File: src/rtl/datapath_readreg.sv
// ---------------------------------------------------------------------------
// datapath_readreg
//
// Sequential binary-to-BCD reader for the datapath load register. A start
// request samples the parallel value D, then runs one shift-and-add-3
// (double-dabble) step per clock for WIDTH clocks. The packed BCD result is
// published on bcd together with a one-cycle done pulse. The result then
// stays stable until the next conversion completes.
//
// Parameters
//   WIDTH  : binary input width, which is also the number of conversion steps
//   DIGITS : number of BCD output digits (10^DIGITS must exceed 2^WIDTH-1)
//
// Ports
//   clk   : clock, all state changes on the rising edge
//   rst_n : asynchronous active-low reset
//   start : conversion request, acted on only when no conversion is running
//   D     : binary value, captured on the accepting edge
//   bcd   : packed BCD result, digit 0 (ones) in bcd[3:0]
//   busy  : high while converting and during the done cycle
//   done  : one-cycle pulse, bcd has just been updated
// ---------------------------------------------------------------------------
module datapath_readreg #(
    parameter int WIDTH  = 10,
    parameter int DIGITS = 4
) (
    input  logic                  clk,
    input  logic                  rst_n,
    input  logic                  start,
    input  logic [WIDTH-1:0]      D,
    output logic [4*DIGITS-1:0]   bcd,
    output logic                  busy,
    output logic                  done
);

    localparam int CW = (WIDTH > 1) ? $clog2(WIDTH) : 1;
    localparam int SW = 4 * DIGITS;
    localparam logic [CW-1:0] LAST_STEP = CW'(WIDTH - 1);

    typedef enum logic [1:0] {
        IDLE,
        CONVERT,
        DONE
    } state_t;

    state_t               state;
    state_t               state_next;
    logic [WIDTH-1:0]     bin_q;
    logic [SW-1:0]        scratch;
    logic [CW-1:0]        cnt;
    logic [SW-1:0]        adjusted;
    logic [SW+WIDTH-1:0]  shifted;
    logic                 accept;
    logic                 last_step;

    // One double-dabble step: every nibble of 5 or more gets +3 (no carry
    // between nibbles, a nibble never exceeds 9 so the sum stays below 13),
    // then the combined {scratch, binary} vector shifts left by one so the
    // binary MSB enters scratch bit 0.
    always_comb begin
        adjusted = '0;
        for (int i = 0; i < DIGITS; i++) begin
            if (scratch[4*i +: 4] >= 4'd5) begin
                adjusted[4*i +: 4] = scratch[4*i +: 4] + 4'd3;
            end else begin
                adjusted[4*i +: 4] = scratch[4*i +: 4];
            end
        end
        shifted = {adjusted, bin_q} << 1;
    end

    // State register.
    always_ff @(posedge clk or negedge rst_n) begin
        if (!rst_n) begin
            state <= IDLE;
        end else begin
            state <= state_next;
        end
    end

    // Next-state logic. The edge that leaves DONE also serves as an
    // accepting edge, so a continuously held start restarts every WIDTH+1
    // cycles and each result still gets its own done pulse. A start pulse
    // that falls entirely inside CONVERT is simply dropped.
    always_comb begin
        state_next = state;
        accept     = 1'b0;
        last_step  = 1'b0;
        case (state)
            IDLE: begin
                if (start) begin
                    accept     = 1'b1;
                    state_next = CONVERT;
                end
            end
            CONVERT: begin
                if (cnt == LAST_STEP) begin
                    last_step  = 1'b1;
                    state_next = DONE;
                end
            end
            DONE: begin
                if (start) begin
                    accept     = 1'b1;
                    state_next = CONVERT;
                end else begin
                    state_next = IDLE;
                end
            end
            default: begin
                state_next = IDLE;
            end
        endcase
    end

    // Datapath and registered outputs. bcd is loaded only on the final step,
    // so it holds the previous result for the whole of the next conversion.
    always_ff @(posedge clk or negedge rst_n) begin
        if (!rst_n) begin
            bin_q   <= '0;
            scratch <= '0;
            cnt     <= '0;
            bcd     <= '0;
            busy    <= 1'b0;
            done    <= 1'b0;
        end else begin
            if (accept) begin
                bin_q   <= D;
                scratch <= '0;
                cnt     <= '0;
            end else if (state == CONVERT) begin
                scratch <= shifted[SW+WIDTH-1:WIDTH];
                bin_q   <= shifted[WIDTH-1:0];
                cnt     <= cnt + 1'b1;
            end
            if (last_step) begin
                bcd <= shifted[SW+WIDTH-1:WIDTH];
            end
            done <= last_step;
            busy <= (state_next != IDLE);
        end
    end

endmodule

File: config.mk
export PLATFORM = sky130hd
export DESIGN_NAME = datapath_readreg
export DESIGN_NICKNAME = d
export VERILOG_FILES = /design/src/rtl/datapath_readreg.sv
export SDC_FILE = /design/constraint.sdc
export NUM_CORES = 1
export LEC_CHECK = 0
export ABC_AREA = 1
export CAP_MARGIN = 20
export CORE_UTILIZATION = 35
export CTS_BUF_LIST = sky130_fd_sc_hd__clkbuf_8
export CTS_CLUSTER_SIZE = 10
export DETAILED_ROUTE_END_ITERATION = 8
export GPL_TIMING_DRIVEN = 0
export PLACE_DENSITY = 0.57
export SYNTH_ARGS = -nofsm -noshare
export SYNTH_HDL_FRONTEND = slang
export SYNTH_SLANG_ARGS = --single-unit
File: constraint.sdc
create_clock -name clk -period 1.9 [get_ports clk]
set_clock_uncertainty 0.15 [all_clocks]
set_input_delay 0.38 -clock clk [delete_from_list [all_inputs] [get_ports clk]]
set_output_delay 0.38 -clock clk [all_outputs]
set_load 0.05 [all_outputs]
==> impl_results.md <==
- Status: finished with violations
- CP Capture Type: output pin
- Most instantiated library cell after synthesis: nand2_1
- Fin crit period: 1.76 ns
- Core Region: 6490 um2
- Ys async rst share: 1.00
- Worst rel slew slack: 0.671
- Drt first pass iters: 8
- Yosys reg bits: 50
- Drt drc: 1
- Power density over the cells: about 1800 nW/um2
- Setup Crit Path Kind: reg -> out
- Count of final max-slew check failures: 0
- Pre-CTS setup slack: 0.0662 ns
- Hold_ws: 0.327 ns
- Worst path bufs/invs: 1
- Sequential-to-total area share from yosys stat: 0.521
- Worst path slowest cell: dlygate4sd2_1
- Hold Crit Class: reg -> reg
- Max incr delay on CP: 0.54 ns
- Final wirelength: between 4000 and 5000 um
- # rows: 29
- Final period util: 0.924
- Avg WL per Cell: 12.1 um
- Maxcap violations: 0
- Top post-synthesis cells by area: dfrtp_1 52%, nand2_1 19%, nand3_1 7.3%, ha_1 5.2%, inv_1 4.1%
- Final instance area: around 2900 um2
- Worst vdd ir: 0.000521 V
- Synth Instances: 294
- Post-Syn Area: 2400 um2
- Final hold vios: 0
- # IOs: 31
- Stages on worst setup path: 1
- Syn Nets: approximately 320
- Die area: 7200 um2
- Via count of the first global-routing pass: 1932
- Total of warnings raised by yosys: 0
- Max Buffers Root-to-Sink: 2
- Setup Viol. Count Final: 0
- Share of layout cells above drive strength 1: 0.0689
- Largest delay contributor family on the critical path: buffers and inverters
- Congestion Overflow GR: 0
- First-iteration detailed-routing DRC count: 78
- Reg clk slew, reported paths: 0.09 ns
- Antenna viol nets, final: 0
- Largest net degree at the start of global routing: 39
- CTS buffer count: 5
- Via density: between 4 and 5
- Total vias in the final route: between 1500 and 2000
- Final worst slack: 0.144 ns
- Worst-path maximum fanout: 2
- Yosys top cell area share: 0.521
- Port bufs: 30
- Fin util: 0.446
- CTS tree: yes
- NumNets Final: around 360
- Root buf cell: clkbuf_8
- P_leak: 1.55 nW
- Register-to-Register Path Depth: 9
- # diodes: 0
- Netlist cell types: 22
- RSZ-0062 raised after global routing: false
- Startpoint types: register
- CP arrival: 1.23 ns
- Placer congestion estimate: 0.795
- Starting Density: 0.370
- Post-DP HPWL: 3490 um
- Worst slew pin tran: 0.496 ns
- Synth-to-Final Area Change: 20.4%
- Number of synthesized flops with an enable pin: 0
- First-pass GRT wire length: 8910 um
- Hold Path Depth: 2
- Synth cell count leaders: 122 x nand2_1, 50 x dfrtp_1, 35 x nand3_1, 26 x inv_1, 12 x o21ai_0
- Die height: 84.9 um
- # clock sinks: 50
- Initial antenna violation count: 0
- Clk Latency, worst-skew pair: 0.30 ns
- CP required: ~1.4 ns
- Most used DFF post-synth: dfrtp_1
- Crit-path cells: dlygate4sd2_1
- Die Width: 84.9 um
- H-tree depth: 2
- GRT Total Usage: 0.158
- Syn_area_per_cell: 8.18 um2
- Max frequency: 570 MHz
- Leading area contributor after synthesis: dfrtp_1
- Area after DPL: 2820 um2
- Failing checks: DRC
==> metrics by stage <==
stage,cells,power (mW),setup TNS (ns)
6_report,411,5.26,0
3_3_place_gp,401,4.71,-62.20
5_1_grt,411,5.79,0
4_1_cts,411,5.32,0
2_1_floorplan,294,3.95,0
3_5_place_dp,402,4.78,0
==> path summary, 6_finish.rpt <==
path	from	endpoint	slack, ns
max in group asynchronous	rst_n	bcd[9]$_DFFE_PN0P_	0.74
worst min register to register	bin_q[0]$_DFFE_PN0P_	bin_q[0]$_DFFE_PN0P_	0.33
min in group asynchronous	rst_n	bcd[15]$_DFFE_PN0P_	0.34
worst max register to register	cnt[1]$_DFFE_PN0P_	bcd[10]$_DFFE_PN0P_	0.32
worst min-delay path	bin_q[0]$_DFFE_PN0P_	bin_q[0]$_DFFE_PN0P_	0.33
worst max-delay path	bcd[1]$_DFFE_PN0P_	bcd[1]	0.14
==> logic make-up (layout without fill, tap and decap cells) <==
logic type      count (synthesis)  after routing  synth area share
simple gates                  176            176             0.306
fa+ha+maj                      10             10            0.0521
compound gates                 21             21            0.0484
flops                          50             50             0.521
buf+inv                        37             77            0.0729
==> state kept, by name (all words and copies together), names as in the netlist <==
name	flops
state	2
cnt	4
scratch	16
busy	1
bin_q	10
done	1
bcd	16
==> final cells by class <==
| cell class | count | area, um2 |
|---|---|---|
| timing repair buffer | 32 | 303 |
| clock buffer | 6 | 82.6 |
| tap | 77 | 96.3 |
| sequential | 50 | 1250 |
| buffer | 7 | 58.8 |
| inverter | 30 | 116 |
| clock inverter | 2 | 8.76 |
| multi-input combinational | 207 | 977 |
| fill | 682 | 3600 |
==> layout by cell type (no fill, tap or decap), types with 2 or more instances in the layout <==
cell and count:
nand2_1 122, dfrtp_1 50, nand3_1 35, inv_1 27, dlygate4sd2_1 18, o21ai_0 12
clkdlybuf4s50_1 11, ha_1 10, nor2_1 8, nand4_1 6, clkbuf_8 6, nand2_2 3
buf_6 3, buf_2 3, a21oi_1 3, o22ai_1 3, clkinv_2 2, buf_4 2
a21boi_0 2
==> layer usage <==
layer	share of wire	global-route usage	vias to the layer above
li1	-	-	1014
met1	0.50	0.207	907
met2	0.45	0.256	33
met3	0.027	0.0321	8
met4	0.019	0.0632	0
met5	0	0	-
==> report_power, final <==
part | internal [mW] | leakage [nW] | switching, mW
combinational | 0.865 | 0.876 | 1.87
sequential | 1.56 | 0.623 | 0.320
clock | 0.289 | 0.0524 | 0.355
==> what timing repair did <==
action                                  in CTS  in global routing
hold endpoints to repair                    12                  0
gates resized for setup                     18                  0
endpoints found under the setup margin      18                  0
hold buffers                                 1                  0
setup buffers                                0                  0
No activity file was read; power rests on OpenSTA's default activity.
